### src/rtl/instr_encoder_loader.sv
// Packs RV32I I-type / S-type fields into an instruction word and writes it
// into instruction memory at an auto-incrementing word address.
module instr_encoder_loader #(
    parameter int MEM_DEPTH = 64,
    parameter int ADDR_W    = $clog2(MEM_DEPTH)
) (
    input  logic              clk,
    input  logic              rst_n,
    input  logic              in_valid,
    output logic              in_ready,
    input  logic [2:0]        fmt,
    input  logic [6:0]        opcode,
    input  logic [2:0]        funct3,
    input  logic [4:0]        rd,
    input  logic [4:0]        rs1,
    input  logic [4:0]        rs2,
    input  logic [31:0]       imm,
    input  logic              clear,
    output logic              mem_we,
    output logic [ADDR_W-1:0] mem_addr,
    output logic [31:0]       mem_wdata,
    output logic [ADDR_W:0]   count,
    output logic              full,
    output logic              err,
    output logic [1:0]        err_code,
    output logic [1:0]        dbg_state
);

    typedef enum logic [1:0] {
        S_IDLE  = 2'd0,
        S_WRITE = 2'd1,
        S_ERR   = 2'd2
    } state_t;

    localparam logic [ADDR_W:0] DEPTH_C = (ADDR_W+1)'(MEM_DEPTH);
    localparam logic [ADDR_W:0] ONE_C   = (ADDR_W+1)'(1);

    state_t            state_q, state_d;
    logic [ADDR_W:0]   count_q, count_d;
    logic [31:0]       wdata_q, wdata_d;
    logic              err_q, err_d;
    logic [1:0]        code_q, code_d;

    logic              accept;
    logic              fmt_ok;
    logic              imm_ok;
    logic              is_store;
    logic [31:0]       enc;

    // Handshake: a bundle transfers on a rising edge where in_valid && in_ready
    // and clear is low; in_ready depends only on state, never on in_valid.
    assign full      = (count_q == DEPTH_C);
    assign in_ready  = (state_q == S_IDLE) && !full;
    assign accept    = in_valid && in_ready && !clear;

    assign fmt_ok    = (fmt == 3'b000) || (fmt == 3'b001) || (fmt == 3'b010);
    // In range for a 12-bit signed field when bits 31..11 are all copies of the sign.
    assign imm_ok    = (&imm[31:11]) || !(|imm[31:11]);
    assign is_store  = (fmt == 3'b010);
    assign enc       = is_store ? {imm[11:5], rs2, rs1, funct3, imm[4:0], opcode}
                                : {imm[11:0], rs1, funct3, rd, opcode};

    always_comb begin
        state_d = state_q;
        count_d = count_q;
        wdata_d = wdata_q;
        err_d   = err_q;
        code_d  = code_q;
        if (clear) begin
            state_d = S_IDLE;
            count_d = '0;
            err_d   = 1'b0;
            code_d  = 2'b00;
        end else begin
            unique case (state_q)
                S_IDLE: begin
                    if (accept) begin
                        if (!fmt_ok) begin
                            state_d = S_ERR;
                            err_d   = 1'b1;
                            code_d  = 2'b01;
                        end else if (!imm_ok) begin
                            state_d = S_ERR;
                            err_d   = 1'b1;
                            code_d  = 2'b10;
                        end else begin
                            state_d = S_WRITE;
                            wdata_d = enc;
                        end
                    end
                end
                S_WRITE: begin
                    state_d = S_IDLE;
                    count_d = count_q + ONE_C;
                end
                S_ERR:   state_d = S_ERR;
                default: state_d = S_IDLE;
            endcase
        end
    end

    always_ff @(posedge clk or negedge rst_n) begin
        if (!rst_n) begin
            state_q <= S_IDLE;
            count_q <= '0;
            wdata_q <= '0;
            err_q   <= 1'b0;
            code_q  <= 2'b00;
        end else begin
            state_q <= state_d;
            count_q <= count_d;
            wdata_q <= wdata_d;
            err_q   <= err_d;
            code_q  <= code_d;
        end
    end

    // The strobe comes straight from the state register so reset kills it at once.
    assign mem_we    = (state_q == S_WRITE);
    assign mem_addr  = count_q[ADDR_W-1:0];
    assign mem_wdata = wdata_q;
    assign count     = count_q;
    assign err       = err_q;
    assign err_code  = code_q;
    assign dbg_state = state_q;

endmodule

### config.mk
export PLATFORM = sky130hd
export DESIGN_NAME = instr_encoder_loader
export DESIGN_NICKNAME = d
export VERILOG_FILES = /design/src/rtl/instr_encoder_loader.sv
export SDC_FILE = /design/constraint.sdc
export NUM_CORES = 1
export LEC_CHECK = 0
export ABC_CLOCK_PERIOD_IN_PS = 6050
export BUFFER_PORTS_ARGS = -buffer_cell sky130_fd_sc_hd__buf_4
export CAP_MARGIN = 40
export CORE_ASPECT_RATIO = 1.4
export CORE_MARGIN = 3
export CORE_UTILIZATION = 48
export CTS_CLUSTER_DIAMETER = 100
export CTS_CLUSTER_SIZE = 24
export DETAILED_ROUTE_END_ITERATION = 7
export PLACE_DENSITY = 0.84
export SYNTH_ARGS = -nofsm -noshare
export SYNTH_HDL_FRONTEND = slang
export SYNTH_SLANG_ARGS = --single-unit
### constraint.sdc
create_clock -name clk -period 6.05 [get_ports clk]
set_input_delay 1.815 -clock clk [delete_from_list [all_inputs] [get_ports clk]]
set_output_delay 1.815 -clock clk [all_outputs]
set_load 0.02 [all_outputs]
==> Word-level counts from Yosys, hierarchy flattened <==
Cells that the tools add are included.
{ "totals": {"regBits": 44, "input_bits": 64, "out_inout_bits": 53, "word_cells": 50} }
{ "classes": {"addsub": 1, "eq_ne": 7, "mux": 18, "n_bitwise": 1, "reduce_logical": 18} }
{ "op_table": {"columns": ["cell", "count"], "rows": [
  ["two-way mux 25 bit", 1],
  ["AND reduction 21 bit", 1],
  ["OR reduction 21 bit", 1],
  ["two-way mux 2 bit", 9],
  ["two-way mux 7 bit", 2],
  ["adder 7 x 1 -> 7 bit, second input constant", 1],
  ["equality test 7 bit, second input constant", 1],
  ["inequality test 3 bit, second input constant", 2],
  ["nonzero test 2 bit", 3],
  ["two-way mux 1 bit", 5],
  ["AND reduction 5 bit", 1],
  ["case mux 2 bit (2 select lines)", 1],
  ["equality test 3 x 1 -> 1 bit, second input constant", 1],
  ["equality test 3 x 2 -> 1 bit, second input constant", 1],
  ["logical AND 1 bit", 3],
  ["zero test 1 bit", 3],
  ["zero test 3 bit", 1],
  ["logical OR 1 bit", 3],
  ["AND reduction 3 bit", 1],
  ["equality test 2 x 1 -> 1 bit, second input constant", 1],
  ["equality test 2 bit, second input constant", 1],
  ["zero test 2 bit", 1],
  ["NOT 1 bit", 1]
]} }

==> Logic depth before layout (Yosys ltp) <==
Gate-level depths: netlist of run 1.
{ "depth": {"ltp_word": 8, "mapped_depth": 8, "mapped_depth_nobuf": 6} }

==> Worst setup path before layout of run 1 <==
OpenSTA, ideal clock, no wires.
{ "synth_path": {"kind": "in2reg", "startpoint": "input imm[18]", "endpoint": "register wdata_q[0], in the netlist mem_wdata[0]", "setup_time_ps": 125, "arrival_time_ps": 3730, "t_required_ps": 5925, "slack_ps": 2195, "stages": 6, "n_path_buf": 1, "cell_sequence": "or4_1 > nor4_2 > nand3_2 > a2111oi_4 > buf_6 > mux2_4"} }
{ "synth_between": {"elab_chain_cells": 4, "word_cells_on_any_way": 5, "cone_classes": "reduce/logical (5)"} }
{ "synth_rtl": {"columns": ["item", "line_no", "rtl"], "rows": [
  ["start: declaration", "17", "input logic [31:0] imm,"],
  ["OR reduction 21 bit", "58", "assign imm_ok = (&imm[31:11]) || !(|imm[31:11]);"],
  ["zero test 1 bit", "58", null],
  ["logical OR 1 bit *", "58", null],
  ["AND reduction 5 bit (no source line) *", null, null],
  ["end signal: assignment", "112", "wdata_q <= wdata_d;"],
  ["end: declaration", "40", "logic [31:0] wdata_q, wdata_d;"]
]} }
Every way passes the cells marked *; elsewhere a longest branch is shown, timed or not.
A chain may end at the register's enable or synchronous reset.

==> Worst setup path after layout of run 1 <==
{ "layout_path": {"startpoint": "input imm[14]", "endpoint": "register wdata_q[30], in the netlist mem_wdata[30]"} }
The elaborated chain is that of the path after synthesis.

==> flow_metrics.py, run 1 <==
metrics = {
    "timing": {
        "relSlewSlack_pct": 48.3,
        "drv_slew": 0,
        "finalSetupTns_ps": 0,
        "skew_ps": 10.1,
        "fin_crit_ps": 3930,
        "worst_pin_slew_ps": 765,
        "fin_crit_sh_pct": 65.0,
        "hold_viol": 0,
        "setup_violations": 0,
        "rsz0062_at_grt": "false",
        "fmax_mhz": 254,
    },
    "grt": {
        "antenna_found_initial": 0,
        "grtUsageTotal_pct": 19.2,
        "use_met2_pct": 32.3,
        "busiest_layer": "met2",
        "grt_max_degree": 45,
        "grt_pass1_wl_mm": 8.28,
        "grtUsageMet1_pct": 23.3,
        "grt_overflow": 0,
        "grt_pass1_vias": 1754,
        "met3_usage_pct": 5.32,
    },
    "synth": {
        "seq_area_frac_synth_pct": 49.4,
        "yosysWarningCount": 0,
        "synthesis.nets": 227,
        "synth-edff-count": 0,
        "async_reset_ff_share_pct": 100,
        "synthTopCellsByArea": "dfrtp_1 49%, mux2_4 20%, mux2_2 6.6%",
        "yosysTopAreaCell": "dfrtp_1",
        "syn_area_sq_um": 2230,
        "ys_ff_latch": 44,
        "avgSynthCellArea_sq_um": 13.8,
        "synth.distinct_cells": 34,
        "synth_top_area_share_pct": 49.4,
        "syn_inst": 161,
        "ys.flop_type": "dfrtp_1",
    },
    "floorplanning": {
        "pin_count": 117,
        "start_util_pct": 51.3,
        "die_area_sq_um": 5500,
        "fp.dieW_um": 63.6,
        "die_h_um": 86.6,
        "fp.coreArea_sq_um": 4340,
        "std_cell_rows": 28,
    },
    "route": {
        "firstDrtPassIters": 4,
        "drt-vias-per-instance": 5.10,
        "vias": 1702,
        "wirelength_mm": 5.22,
        "remaining_drc_errors": 0,
        "antenna_left": 0,
        "initialDrtViolationCount": 55,
        "wl_per_cell_um": 15.6,
    },
    "clocking": {
        "cts_made_buffers": 5,
        "cts.clk_slew.worst_paths_ps": 90,
        "post_cts_buffers": 0,
        "clock_sinks": 44,
        "clock_latency_ps": 300,
        "h-tree-depth": 2,
        "cts_hold_buf": 0,
        "clockBufferDepth": 2,
        "cts_root_buf": "clkbuf_8",
        "cts.repair.resized": 0,
        "cts_tree": "built",
    },
    "layout": {
        "diodes": 0,
        "drive_gt1_share_pct": 63.1,
        "layout.cells.most_common": "buf_4",
        "stdcell_count": 334,
        "final_nets": 339,
        "area_growth_syn_to_layout_pct": 43.9,
        "layout.cells.most_common_list": "118 x buf_4, 44 x dfrtp_1, 29 x mux2_4",
        "fin_area_sq_um": 3200,
    },
    "power_and_ir_drop": {
        "p_comb_share_pct": 10.7,
        "powerDensity_nw_per_um2": 185,
        "p_sw_share_pct": 21.0,
        "p_sw_uw": 125,
        "power_leakage_uw": 0.00162,
        "p_int_uw": 469,
        "p_seq_share_pct": 50.2,
        "peakVddDrop_mv": 0.172,
        "clockPowerShare_pct": 39.1,
        "power_uw": 593,
    },
    "place": {
        "place_congestion": 0.892,
        "hpwl_mm": 4.06,
        "dp_cells": 326,
        "numPortBuffers": 116,
        "placed_area_sq_um": 3080,
    },
    "status": {
        "outcome": "finished clean",
    },
    "worst_setup_path": {
        "critPathLaunch": "imm[14]",
        "end_kind": "flip-flop",
        "arrival_ps": 4120,
        "crit_required_ps": 6230,
        "crit_type": "in2reg",
        "rr_startpoint": "count[0]",
        "cp-start-kind": "input pin",
        "critPathMaxFanout": 33,
    },
    "hold_path": {
        "hp-start": "mem_wdata[28]",
        "hold_class": "reg2reg",
    },
    "flow_run": {
        "max-cap-violations": 0,
    },
}
[sequential cells by signal, indices dropped and copies added (netlist names)]
signal,flops
count,7
dbg_state,2
err,1
err_code,2
mem_wdata,32
[layer usage]
| layer | wire length (um) | vias to the layer above |
|---|---|---|
| li1 | - | 808 |
| met1 | 2070 | 805 |
| met2 | 2670 | 77 |
| met3 | 353 | 12 |
| met4 | 129 | 0 |
| met5 | 0 | - |
[worst paths after layout]
check                      cells past startpoint  slack, ps             to
hold reg to reg                                1        520  mem_wdata[28]
min in group asynchronous                      1       1510    err_code[1]
hold / removal                                 1        520  mem_wdata[28]
setup / recovery                               7       2120  mem_wdata[30]
max in group asynchronous                      1       4160       count[6]
setup reg to reg                               7       3280  mem_wdata[30]
[power by group through the flow]
stage	clock, uW	sequential [uW]	combinational (uW)
after CTS	238	298	64.3
after floorplan	0	306	15.5
after detailed placement	0	304	64.2
final	232	298	63.6
after global placement	0	303	63.1
after global routing	248	298	69.4
[critical path: stages]
cell	delay [ps]
buf_4	110
or4_1	500
nor3_1	270
nand3_2	170
a2111oi_4	300
buf_4	530
mux2_2	400
[cell families (layout without fill, tap and decap cells)]
group / count (synthesis) / after routing / share of synthesized area [%]
xor gates and xnor gates: 6 / 6 / 2.36
muxes: 43 / 43 / 26.6
and+or+nand+nor: 38 / 38 / 10.7
buffers and inverters: 17 / 130 / 5.39
AOI/OAI and AO/OA: 11 / 11 / 4.38
adders and majority gates: 2 / 2 / 1.12
DFF: 44 / 44 / 49.4
[cells in the mapped netlist (2+ instances only)]
cell / instances
inv_1: 4
or4_1: 4
nand3_1: 4
dfrtp_1: 44
mux2_2: 13
ha_1: 2
xnor2_1: 3
a21oi_1: 3
nor4_1: 4
mux2_4: 29
buf_6: 4
nor2_1: 9
nand4_1: 4
buf_4: 7
a211oi_1: 2
nor3_1: 2
xor2_1: 3
and4_1: 3
clkbuf_1: 2
[cell type report]
cell class / count / area (sq um)
tap: 60 / 75.1
multi-input combinational: 100 / 1010
timing repair buffer: 118 / 886
fill: 340 / 1140
clock inverter: 2 / 38.8
clock buffer: 6 / 82.6
inverter: 4 / 15.0
sequential: 44 / 1100
[metrics by stage]
stage	utilization [%]	hold slack (ps)	setup slack (ps)
floorplan	-	602	2190
global placement	71.0	494	1830
detailed placement	71.0	496	1780
CTS	73.8	521	2110
global route	73.8	538	1990
finish	73.8	517	2120
(Power assumes the default switching activity.)
==> run 2, diff against run 1 <==
==> config.mk (replaced) <==
export PLATFORM = sky130hd
export DESIGN_NAME = instr_encoder_loader
export DESIGN_NICKNAME = d
export VERILOG_FILES = /design/src/rtl/instr_encoder_loader.sv
export SDC_FILE = /design/constraint.sdc
export NUM_CORES = 1
export LEC_CHECK = 0
export ABC_CLOCK_PERIOD_IN_PS = 3400
export BUFFER_PORTS_ARGS = -buffer_cell sky130_fd_sc_hd__buf_4
export CAP_MARGIN = 40
export CORE_ASPECT_RATIO = 1.4
export CORE_MARGIN = 3
export CORE_UTILIZATION = 41
export CTS_CLUSTER_DIAMETER = 100
export CTS_CLUSTER_SIZE = 24
export DETAILED_ROUTE_END_ITERATION = 7
export PLACE_DENSITY = 0.77
export SYNTH_ARGS = -nofsm -noshare
export SYNTH_HDL_FRONTEND = slang
export SYNTH_SLANG_ARGS = --single-unit
==> constraint.sdc (replaced) <==
create_clock -name clk -period 3.4 [get_ports clk]
set_input_delay 1.02 -clock clk [delete_from_list [all_inputs] [get_ports clk]]
set_output_delay 1.02 -clock clk [all_outputs]
set_load 0.02 [all_outputs]
==> flow_metrics.py, run 2 (synthesized netlist as in run 1, its figures left out) <==
metrics = {
    "route": {
        "wirelength_mm": 5.26,
        "initialDrtViolationCount": 72,
        "vias": 1699,
        "remaining_drc_errors": 0,
        "antenna_left": 0,
        "firstDrtPassIters": 4,
        "drt-vias-per-instance": 5.00,
        "wl_per_cell_um": 15.5,
    },
    "place": {
        "dp_cells": 332,
        "dp_slack_ps": 90.1,
        "hpwl_mm": 4.00,
        "numPortBuffers": 116,
        "place_congestion": 0.788,
    },
    "timing": {
        "hold_viol": 0,
        "drv_slew": 0,
        "rsz0062_at_grt": "false",
        "fin_ws_ps": 378,
        "relSlewSlack_pct": 50.8,
        "skew_ps": 10.5,
        "hold_ws_ps": 511,
        "setup_violations": 0,
        "fin_crit_ps": 3020,
        "fmax_mhz": 331,
        "finalSetupTns_ps": 0,
        "fin_crit_sh_pct": 88.9,
        "worst_pin_slew_ps": 727,
    },
    "grt": {
        "grt_max_degree": 45,
        "antenna_found_initial": 0,
        "grt_pass1_wl_mm": 8.00,
        "grtUsageTotal_pct": 16.5,
        "grt_pass1_vias": 1762,
        "grt_overflow": 0,
    },
    "power_and_ir_drop": {
        "powerDensity_nw_per_um2": 305,
        "peakVddDrop_mv": 0.260,
        "power_leakage_uw": 0.00161,
    },
    "floorplanning": {
        "start_util_pct": 42.9,
        "pin_count": 117,
        "fp.coreArea_sq_um": 5200,
        "fp.dieW_um": 68.3,
        "die_area_sq_um": 6360,
        "std_cell_rows": 31,
        "die_h_um": 93.2,
    },
    "clocking": {
        "clock_latency_ps": 290,
        "clock_sinks": 44,
        "cts_root_buf": "clkbuf_8",
        "cts.clk_slew.worst_paths_ps": 80,
        "cts_hold_buf": 0,
        "cts.repair.resized": 0,
        "cts_made_buffers": 5,
        "post_cts_buffers": 0,
        "clockBufferDepth": 2,
        "cts_tree": "built",
        "h-tree-depth": 2,
    },
    "worst_setup_path": {
        "worst_path_max_delay_cell": "or4_1",
        "critPathMaxFanout": 33,
        "cpPeakStageDelay_ps": 520,
        "r2r.worst_path.cells": 7,
        "crit_required_ps": 3570,
        "crit_type": "in2reg",
        "cp_num_buf_inv": 2,
        "r2r-end": "mem_wdata[29]",
        "cp-start-kind": "input pin",
        "end_kind": "flip-flop",
        "cp_cell_sequence": "buf_4, or4_1, nor3_1, nand3_2, a2111oi_4, buf_12, mux2_2",
        "r2r_slack_ps": 840,
        "rr_startpoint": "count[0]",
        "arrival_ps": 3190,
        "cpLargestDelayFamily": "simple AND/OR/NAND/NOR gates",
    },
    "layout": {
        "final_nets": 339,
        "diodes": 0,
        "area_growth_syn_to_layout_pct": 43.5,
        "drive_gt1_share_pct": 62.8,
        "layout.cells.most_common": "buf_4",
        "utilization_pct": 61.5,
        "fillers": 457,
        "stdcell_count": 340,
        "layout.cells.most_common_list": "117 x buf_4, 44 x dfrtp_1, 29 x mux2_4",
        "largest_register_ffs": 32,
    },
    "flow_run": {
        "max-cap-violations": 0,
    },
    "status": {
        "outcome": "finished clean",
    },
    "hold_path": {
        "hp-start": "mem_wdata[23]",
        "min_to": "mem_wdata[23]",
        "hold_class": "reg2reg",
        "min_path_cells": 1,
    },
}
## run 2: changes by cell type in the layout (fill, tap and decap cells not counted)
cell	before	now
buf_12	0	1
buf_4	118	117
bufinv_16	1	0
clkbuf_1	0	1
clkinv_4	1	0
clkinvlp_4	0	1
## run 2: report_power, final
part	switching [uW]	internal [uW]
clock network	168	165
registers	3.29	526
logic	46.0	67.3
## run 2: layer usage
layer  routed length [um]  GRT usage (%)  share of wire, %
met5                    0              0                 0
met4                   55           4.98               1.0
met3                  348           4.21               6.6
met2                 2870           29.4                55
met1                 1980           18.8                38
## run 2: worst max path at each step
| stage | startpoint | end | slack (ps) | depth (start not counted) |
|---|---|---|---|---|
| 2_1_floorplan | imm[18] | mem_wdata[0] | 340 | 6 |
| 3_3_place_gp | imm[14] | mem_wdata[30] | 160 | 7 |
| 3_5_place_dp | imm[18] | mem_wdata[28] | 90 | 7 |
| 4_1_cts | imm[14] | mem_wdata[29] | 390 | 7 |
| 5_1_grt | imm[14] | mem_wdata[29] | 290 | 7 |
| 6_report | imm[14] | mem_wdata[29] | 380 | 7 |
## run 2: area by class of cell
type                            instances  area (sq um)  area share (%)
Sequential cell                        44          1100            34.4
Multi-Input combinational cell        100          1010            31.5
Tap cell                               66          82.6            2.58
Inverter                                4          15.0           0.470
Timing Repair Buffer                  118           898            28.1
Clock inverter                          1          7.51           0.235
Clock buffer                            7          86.3            2.70
## run 2: through the flow
step	area (sq um)	power, uW
CTS	3200	992
global placement	3100	653
detailed placement	3100	655
floorplan	2230	572
finish	3200	976
global route	3200	1020
